==> src/rtl/fc8_audio_synth.sv <==
// rtl/fc8_audio_synth.sv - multi-channel tone synth: phase accumulators, envelopes, mixer, master scale, PWM out
// Define FC8_AUDIO_NOISE_EN to give each channel a 15-bit noise LFSR for waveform 11.
module fc8_audio_synth #(
  parameter int NUM_CH = 4,
  parameter int ACC_W  = 16,
  parameter int PWM_W  = 8
) (
  input  logic                      audio_clk,
  input  logic                      rst_n,
  input  logic                      vsync_pulse_in,
  input  logic [NUM_CH*ACC_W-1:0]   ch_freq_in,
  input  logic [NUM_CH*8-1:0]       ch_vol_env_in,
  input  logic [NUM_CH*8-1:0]       ch_wave_duty_in,
  input  logic [NUM_CH*8-1:0]       ch_ctrl_in,
  input  logic [7:0]                master_vol_in,
  input  logic [7:0]                audio_sys_enable_in,
  output logic [PWM_W-1:0]          sample_out,
  output logic                      sample_valid_out,
  output logic                      audio_pwm_out
);

  localparam int MW = 8 + $clog2(NUM_CH);

  logic [NUM_CH-1:0][ACC_W-1:0] acc_q, acc_d;
  logic [NUM_CH-1:0][ACC_W:0]   acc_sum;
  logic [NUM_CH-1:0][3:0]       vol_q, vol_d, veff, wave_w;
  logic [NUM_CH-1:0][2:0]       env_cnt_q, env_cnt_d;
  logic [NUM_CH-1:0][7:0]       chan_q, chan_d;
  logic [NUM_CH-1:0]            en_prev_q, en_prev_d, gate_q, gate_d, keyon, run;
  logic [MW-1:0]                sum_q, sum_d;
  logic [3:0]                   master_mul;
  logic [MW+3:0]                prod;
  logic [MW-1:0]                scaled;
  logic [PWM_W-1:0]             final_trunc, final_q, final_d;
  logic [PWM_W-1:0]             pwm_cnt_q, pwm_cnt_d, sample_q, sample_d;
  logic                         valid_q, valid_d, pwm_q, pwm_d;
  logic                         unused_bits;
`ifdef FC8_AUDIO_NOISE_EN
  logic [NUM_CH-1:0][14:0]      lfsr_q, lfsr_d;
`endif

  function automatic logic [2:0] sq_thr(input logic [1:0] duty);
    case (duty)
      2'd0:    sq_thr = 3'd1;
      2'd1:    sq_thr = 3'd2;
      2'd2:    sq_thr = 3'd4;
      default: sq_thr = 3'd6;
    endcase
  endfunction

  // A channel only runs after a genuine 0->1 edge of its enable; en_prev resets high so
  // an enable held across reset does not count as a key-on.
  always_comb begin
    for (int n = 0; n < NUM_CH; n++) begin
      keyon[n]     = ch_ctrl_in[n*8] & ~en_prev_q[n];
      run[n]       = ch_ctrl_in[n*8] & (gate_q[n] | keyon[n]);
      en_prev_d[n] = ch_ctrl_in[n*8];
      gate_d[n]    = run[n];
      acc_sum[n]   = {1'b0, acc_q[n]} + {1'b0, ch_freq_in[n*ACC_W +: ACC_W]};
      acc_d[n]     = run[n] ? acc_sum[n][ACC_W-1:0] : '0;

      vol_d[n]     = vol_q[n];
      env_cnt_d[n] = env_cnt_q[n];
      if (!run[n]) begin
        vol_d[n]     = 4'd0;
        env_cnt_d[n] = 3'd0;
      end else if (keyon[n]) begin
        vol_d[n]     = ch_vol_env_in[n*8+4 +: 4];
        env_cnt_d[n] = ch_vol_env_in[n*8 +: 3];
      end else if (!ch_vol_env_in[n*8+3]) begin
        vol_d[n]     = ch_vol_env_in[n*8+4 +: 4];
      end else if (vsync_pulse_in) begin
        if (env_cnt_q[n] == 3'd0) begin
          env_cnt_d[n] = ch_vol_env_in[n*8 +: 3];
          if (vol_q[n] != 4'd0)      vol_d[n] = vol_q[n] - 4'd1;
          else if (ch_ctrl_in[n*8+1]) vol_d[n] = 4'd15;
          else                        vol_d[n] = 4'd0;
        end else begin
          env_cnt_d[n] = env_cnt_q[n] - 3'd1;
        end
      end
      veff[n] = ch_vol_env_in[n*8+3] ? vol_q[n] : ch_vol_env_in[n*8+4 +: 4];

      case (ch_wave_duty_in[n*8+6 +: 2])
        2'b00:   wave_w[n] = (acc_q[n][ACC_W-1 -: 3] < sq_thr(ch_wave_duty_in[n*8+4 +: 2])) ? 4'hF : 4'h0;
        2'b01:   wave_w[n] = acc_q[n][ACC_W-1 -: 4];
        2'b10:   wave_w[n] = acc_q[n][ACC_W-1] ? ~acc_q[n][ACC_W-2 -: 4] : acc_q[n][ACC_W-2 -: 4];
`ifdef FC8_AUDIO_NOISE_EN
        default: wave_w[n] = lfsr_q[n][0] ? 4'hF : 4'h0;
`else
        default: wave_w[n] = (acc_q[n][ACC_W-1 -: 3] < sq_thr(2'd2)) ? 4'hF : 4'h0;
`endif
      endcase
      chan_d[n] = run[n] ? ({4'd0, wave_w[n]} * {4'd0, veff[n]}) : 8'd0;

`ifdef FC8_AUDIO_NOISE_EN
      lfsr_d[n] = (run[n] & acc_sum[n][ACC_W]) ? {lfsr_q[n][13:0], lfsr_q[n][14] ^ lfsr_q[n][13]}
                                               : lfsr_q[n];
`endif
    end
  end

  always_comb begin
    sum_d = '0;
    for (int n = 0; n < NUM_CH; n++) begin
      sum_d = sum_d + MW'(chan_q[n]);
    end
  end

  // sum*8>>3 is the largest product, so the shifted result always fits in MW bits.
  assign master_mul = {1'b0, master_vol_in[2:0]} + 4'd1;
  assign prod       = (MW+4)'(sum_q) * (MW+4)'(master_mul);
  assign scaled     = prod[MW+2:3];

  generate
    if (MW >= PWM_W) begin : g_trunc
      assign final_trunc = scaled[MW-1 -: PWM_W];
    end else begin : g_pad
      assign final_trunc = {scaled, {(PWM_W-MW){1'b0}}};
    end
  endgenerate

  // sample_q only changes at counter wrap, so a PWM period always uses one level.
  always_comb begin
    final_d   = audio_sys_enable_in[0] ? final_trunc : '0;
    pwm_cnt_d = pwm_cnt_q + PWM_W'(1);
    valid_d   = &pwm_cnt_q;
    sample_d  = valid_d ? final_q : sample_q;
    pwm_d     = pwm_cnt_q < sample_q;
  end

  always_ff @(posedge audio_clk or negedge rst_n) begin
    if (!rst_n) begin
      acc_q     <= '0;
      vol_q     <= '0;
      env_cnt_q <= '0;
      chan_q    <= '0;
      en_prev_q <= '1;
      gate_q    <= '0;
      sum_q     <= '0;
      final_q   <= '0;
      pwm_cnt_q <= '0;
      sample_q  <= '0;
      valid_q   <= 1'b0;
      pwm_q     <= 1'b0;
`ifdef FC8_AUDIO_NOISE_EN
      lfsr_q    <= {NUM_CH{15'h0001}};
`endif
    end else begin
      acc_q     <= acc_d;
      vol_q     <= vol_d;
      env_cnt_q <= env_cnt_d;
      chan_q    <= chan_d;
      en_prev_q <= en_prev_d;
      gate_q    <= gate_d;
      sum_q     <= sum_d;
      final_q   <= final_d;
      pwm_cnt_q <= pwm_cnt_d;
      sample_q  <= sample_d;
      valid_q   <= valid_d;
      pwm_q     <= pwm_d;
`ifdef FC8_AUDIO_NOISE_EN
      lfsr_q    <= lfsr_d;
`endif
    end
  end

  assign sample_out       = sample_q;
  assign sample_valid_out = valid_q;
  assign audio_pwm_out    = pwm_q;

  assign unused_bits = ^{ch_ctrl_in, ch_wave_duty_in, master_vol_in, audio_sys_enable_in,
                         prod, scaled, acc_sum};

endmodule

==> config.mk <==
export PLATFORM = sky130hd
export DESIGN_NAME = fc8_audio_synth
export DESIGN_NICKNAME = d
export VERILOG_FILES = /design/src/rtl/fc8_audio_synth.sv
export SDC_FILE = /design/constraint.sdc
export NUM_CORES = 1
export LEC_CHECK = 0
export CAP_MARGIN = 20
export CORE_ASPECT_RATIO = 0.7
export CORE_UTILIZATION = 25
export CTS_CLUSTER_SIZE = 8
export DETAILED_ROUTE_END_ITERATION = 12
export SYNTH_ARGS = -nofsm -noshare
export SYNTH_HDL_FRONTEND = slang
export SYNTH_SLANG_ARGS = --single-unit
==> constraint.sdc <==
create_clock -name audio_clk -period 3.9 [get_ports audio_clk]
set_input_delay 0.585 -clock audio_clk [delete_from_list [all_inputs] [get_ports audio_clk]]
set_output_delay 0.585 -clock audio_clk [all_outputs]
set_load 0.05 [all_outputs]
* Word level (Yosys, flattened, before mapping)
Index checks and enable logic that the tools add are counted. W data, S select, Z words.
Word-level totals: register bits after elaboration 168, bits of input ports 179, output and inout port bits 10, logic and storage cells 217
Cells by class: add/subtract/negate cells 17, $mul 5, magnitude comparators 9, equality and inequality tests 32, multiplexer cells 85, bitwise gates (word level) 20, reductions and logical operators 25
Operators by type and width (count):
- $mux W4 | 44
- $mux W3 | 24
- $add A16 B16 Y16 | 4
- $mux W16 | 4
- $pmux W4 S3 | 4
- $mux W8 | 5
- $pmux W3 S3 | 4
- $mul A4 B4 Y8 | 4
- $ne A3 B2 Y1 const B | 8
- $eq A2 B1 Y1 const B | 8
- $eq A2 B2 Y1 const B | 8
- $logic_not A2 Y1 | 8
- $ne A4 B2 Y1 const B | 4
- $ne A4 B3 Y1 const B | 4
- $not A4 Y4 | 4
- $reduce_and A2 Y1 | 8
- $reduce_bool A4 Y1 | 4
- $sub A4 B1 Y4 const B | 4
- $mul A10 B4 Y13 | 1
- $logic_not A3 Y1 | 4
- $lt A3 B3 Y1 | 4
- $lt A3 B3 Y1 const B | 4
- $sub A3 B1 Y3 const B | 4
- $add A10 B8 Y10 | 1
- 9 further kinds | 22

* Longest topological paths before layout
word-level depth 8, gate-level depth with buffers 18, mapped depth without buffers 18

* Worst setup path before layout
Ideal clock, no wire load.
path kind input-to-reg, start point input port ch_wave_duty_in[12], end point register chan_q[15] (netlist name), setup time 0.132 ns, data arrival time 4.028 ns, data required time 3.768 ns, setup slack -0.260 ns, stages on the path 18, cell sequence inv_1 > ha_1 > o31a_1 > o21ai_0 > nand2_1 > o21ai_0 > o22ai_1 > or2_2 > fa_1 > inv_1 > fa_1 > ha_1 > a21o_1 > a21oi_1 > o21bai_1 > a21oi_1 > xor2_1 > nor2_1
RTL lines:
- from (decl) | RTL line 13 | input logic [NUM_CH*8-1:0] ch_wave_duty_in,
- to (signal assigned) | RTL line 153 | chan_q <= chan_d;
- to (decl) | RTL line 28 | logic [NUM_CH-1:0][7:0] chan_q, chan_d;

==> qor.yml <==
hpwl_mm: 24.98
number_of_nets_with_antenna_violations_after_detailed_routing: 0
netlist_instances: 1437
row_count: 69
grt_most_used_layer: "met2"
floorplan.initialDensity_pct: 25.53
fillers: 5218
postSynthRegisterBits: 168
yosys_warnings: 0
detail_route.first_pass.iterations: 4
power.internal_mw: 4.293
chipHeight_um: 193.3
yosys.area.top_type: "sky130_fd_sc_hd__dfrtp_1"
hold_slack_ns: 0.1932
drc: 0
mappedNetlistArea_um2: 13070
synth-edff-count: 0
route.detailed.wl_per_inst_um: 13.62
count_of_inserted_antenna_diode_cells: 0
clk_pin_slew_worst_paths_ns: 0.07
drv_cap: 0
p_leak_nw: 8.155
distinct_cells_synth: 60
power.share.combinational_pct: 41.2
outcome: "complete, no violations"
rsz0062_at_grt: "true"
clk_latency_ns: 0.46
die-width_um: 275.3
port_buffers: 136
globalRouteOverflowTotal: 0
min_period_ns: 3.877
synth_top_area_share_pct: 31.39
drive_gt1_share_pct: 12.31
cts_htree_levels: 4
hold_path.class: "input pin to asynchronous set/reset pin"
grt_pass1_vias: 11010
vdd.ir_drop.worst_mv: 0.2196
pwr_density_cell_nw_per_um2: 395.8
syn-mean-instance-area_um2: 9.097
power.share.switching_pct: 35.34
critical_setup_path_kind: "input pin to register"
area.growth.synth_to_final_pct: 28.30
finClkSkew_ns: 0.01277
global_route_track_usage_on_met2_pct: 19.63
worst-endpoint-required_ns: 4.23
clock_tree.root_cell: "sky130_fd_sc_hd__clkbuf_16"
yosys.cell_count.top_type: "sky130_fd_sc_hd__nor2_1"
startpoint_type: "input pin"
grt_max_degree: 85
arrival_ns: 4.21
via_per_inst: 4.600
detail_route.iter0.violations: 628
groute.layer.met1.usage_pct: 17.63
die_outline_area_um2: 53220
final_core_utilization_pct: 32.76
cts_hold_buffers: 0
synth_flop_cell: "sky130_fd_sc_hd__dfrtp_1"
via_count: 10830
worstMarginPinSlew_ns: 0.8543
final-instance-count-excl-fill: 2355
worst_setup_path_end_kind: "register"
max-clock-path-buffers: 2
place_inst: 2313
slew_headroom_pct: 43.05
worst_r2r_path_depth: 17
achievable-frequency_mhz: 257.9
crit_path_max_fanout: 3
nNetsFinal: 2059
setup-violations-final: 0
drv_slew: 0
clock_sink_count: 168
grt_first_pass_wirelength_mm: 54.17
ys_seq_area_share_pct: 32.20
power_switching_mw: 2.346
drt-total-wl_mm: 32.08
cts_tree: "yes"
p_total_mw: 6.639
number_of_top_level_pins: 189
clock_power_share_pct: 26.8
tritoncts.num_buffers: 17
synth-async-reset-ratio_pct: 100.0
finalHoldViolations: 0
grtUsageTotal_pct: 12.58
met3_usage_pct: 2.296
synth.cells.most_frequent: "sky130_fd_sc_hd__nor2_1, sky130_fd_sc_hd__dfrtp_1, sky130_fd_sc_hd__ha_1"
core_region_area_um2: 51200
seq_power_share_pct: 32.0
initial_antenna_violation_count: 0
routabilityCongestion: 0.8320
synth.area.top_cells: "sky130_fd_sc_hd__dfrtp_1, sky130_fd_sc_hd__ha_1, sky130_fd_sc_hd__fa_1"
nets_in_the_synthesized_netlist: 1827
period_share_pct: 99.41
through the flow:
step                setup WS (ns)  instance area (um^2)  setup TNS, ns
floorplan                -0.01352                 13200       -0.01352
global placement          -0.6710                 16020         -12.62
detailed placement        -0.7317                 16020         -13.98
CTS                      -0.04388                 16650       -0.04388
global route              -0.1853                 16770        -0.8211
finish                    0.02314                 16770              0
sequential cells by signal, summed over array words and instances (netlist names):
signal / cells
pwm_cnt_q: 8
en_prev_q: 4
env_cnt_q: 12
acc_q: 64
sample_valid_out: 1
audio_pwm_out: 1
sample_out: 8
sum_q: 10
final_q: 8
chan_q: 32
vol_q: 16
gate_q: 4
area by class of cell:
class	instances	area, um^2	area share [%]
sequential	168	4209	25.10
clock inverter	11	151.4	0.9026
clock buffer	20	436.7	2.604
tap	674	843.3	5.028
multi-input combinational	1133	8567	51.08
timing repair buffer	242	2163	12.90
inverter	107	401.6	2.395
final timing paths:
| kind | startpoint | endpoint | slack (ns) |
|---|---|---|---|
| worst min register to register | final_q[1]$_DFF_PN0_ | sample_out[1]$_DFFE_PN0P_ | 0.45 |
| worst min-delay path | rst_n | sample_out[1]$_DFFE_PN0P_ | 0.19 |
| worst max-delay path | ch_wave_duty_in[20] | chan_q[23]$_DFF_PN0_ | 0.02 |
| worst max register to register | acc_q[46]$_DFF_PN0_ | chan_q[23]$_DFF_PN0_ | 0.04 |
| max in group asynchronous | rst_n | chan_q[16]$_DFF_PN0_ | 2.77 |
| min in group audio_clk | final_q[1]$_DFF_PN0_ | sample_out[1]$_DFFE_PN0P_ | 0.45 |
power by group through the flow:
stage	registers [mW]	logic [mW]	clock network [mW]
after floorplan	2.11	1.83	0
final	2.13	2.74	1.78
after global routing	2.15	3.12	1.92
after detailed placement	2.16	2.67	0
after global placement	2.15	2.60	0
after CTS	2.13	2.71	1.85
timing repair:
| item | CTS | global route |
|---|---|---|
| buffers inserted | 5 | 6 |
| gates resized for setup | 11 | 22 |
| pin swaps | 31 | 37 |
| hold endpoints to repair | 0 | 0 |
| gates cloned | 0 | 0 |
| setup endpoints to repair | 18 | 16 |
layout by cell type, fill, tap and decap left out, drive strengths merged, types with 14 or more instances in the layout:
master | synthesis | routed
and2 | 26 | 26
o31ai | 14 | 14
xor2 | 46 | 46
o21ai | 105 | 105
nor2 | 169 | 169
and3 | 18 | 18
dfrtp | 164 | 164
nand2 | 122 | 122
clkbuf | 28 | 20
inv | 106 | 106
clkdlybuf4s50 | 0 | 126
o21bai | 14 | 14
nor2b | 16 | 16
a21o | 35 | 35
o22ai | 15 | 15
mux2i | 22 | 22
ha | 160 | 160
nand3 | 18 | 18
or2 | 18 | 18
fa | 51 | 51
xnor2 | 39 | 39
a211oi | 17 | 17
buf | 1 | 107
nor3 | 17 | 17
a21oi | 109 | 109
per-layer routing:
metal | vias to the layer above | part of all wire, % | wire [um]
met2 | 125 | 45 | 14510
met3 | 31 | 2.7 | 859
li1 | 5457 | - | -
met5 | - | 0 | 0
met4 | 0 | 1.4 | 434
met1 | 5220 | 51 | 16280
cell families (layout without fill, tap and decap cells):
| group | Yosys count | in the layout | share of synthesized area (%) |
|---|---|---|---|
| and+or+nand+nor | 443 | 443 | 15.56 |
| AOI/OAI and AO/OA | 367 | 367 | 17.39 |
| xor gates and xnor gates | 85 | 85 | 5.695 |
| adders and majority gates | 211 | 211 | 23.12 |
| buffers and inverters | 136 | 380 | 3.915 |
| muxes | 27 | 27 | 2.115 |
| DFF | 168 | 168 | 32.20 |
worst max-delay path: stages:
cell and delay, ns:
sky130_fd_sc_hd__dlygate4sd2_1 0.23, sky130_fd_sc_hd__inv_1 0.06, sky130_fd_sc_hd__ha_1 0.28, sky130_fd_sc_hd__o31a_1 0.10, sky130_fd_sc_hd__o21ai_1 0.11, sky130_fd_sc_hd__nand2_1 0.12, sky130_fd_sc_hd__o21ai_4 0.22, sky130_fd_sc_hd__o22ai_2 0.11
sky130_fd_sc_hd__or2_2 0.30, sky130_fd_sc_hd__fa_1 0.50, sky130_fd_sc_hd__inv_2 0.04, sky130_fd_sc_hd__fa_1 0.48, sky130_fd_sc_hd__ha_1 0.31, sky130_fd_sc_hd__a21o_1 0.17, sky130_fd_sc_hd__a21oi_2 0.16, sky130_fd_sc_hd__o21bai_1 0.08
sky130_fd_sc_hd__a21oi_1 0.16, sky130_fd_sc_hd__xor2_1 0.15, sky130_fd_sc_hd__nor2_1 0.05
Power figures use the tool's default switching activity.
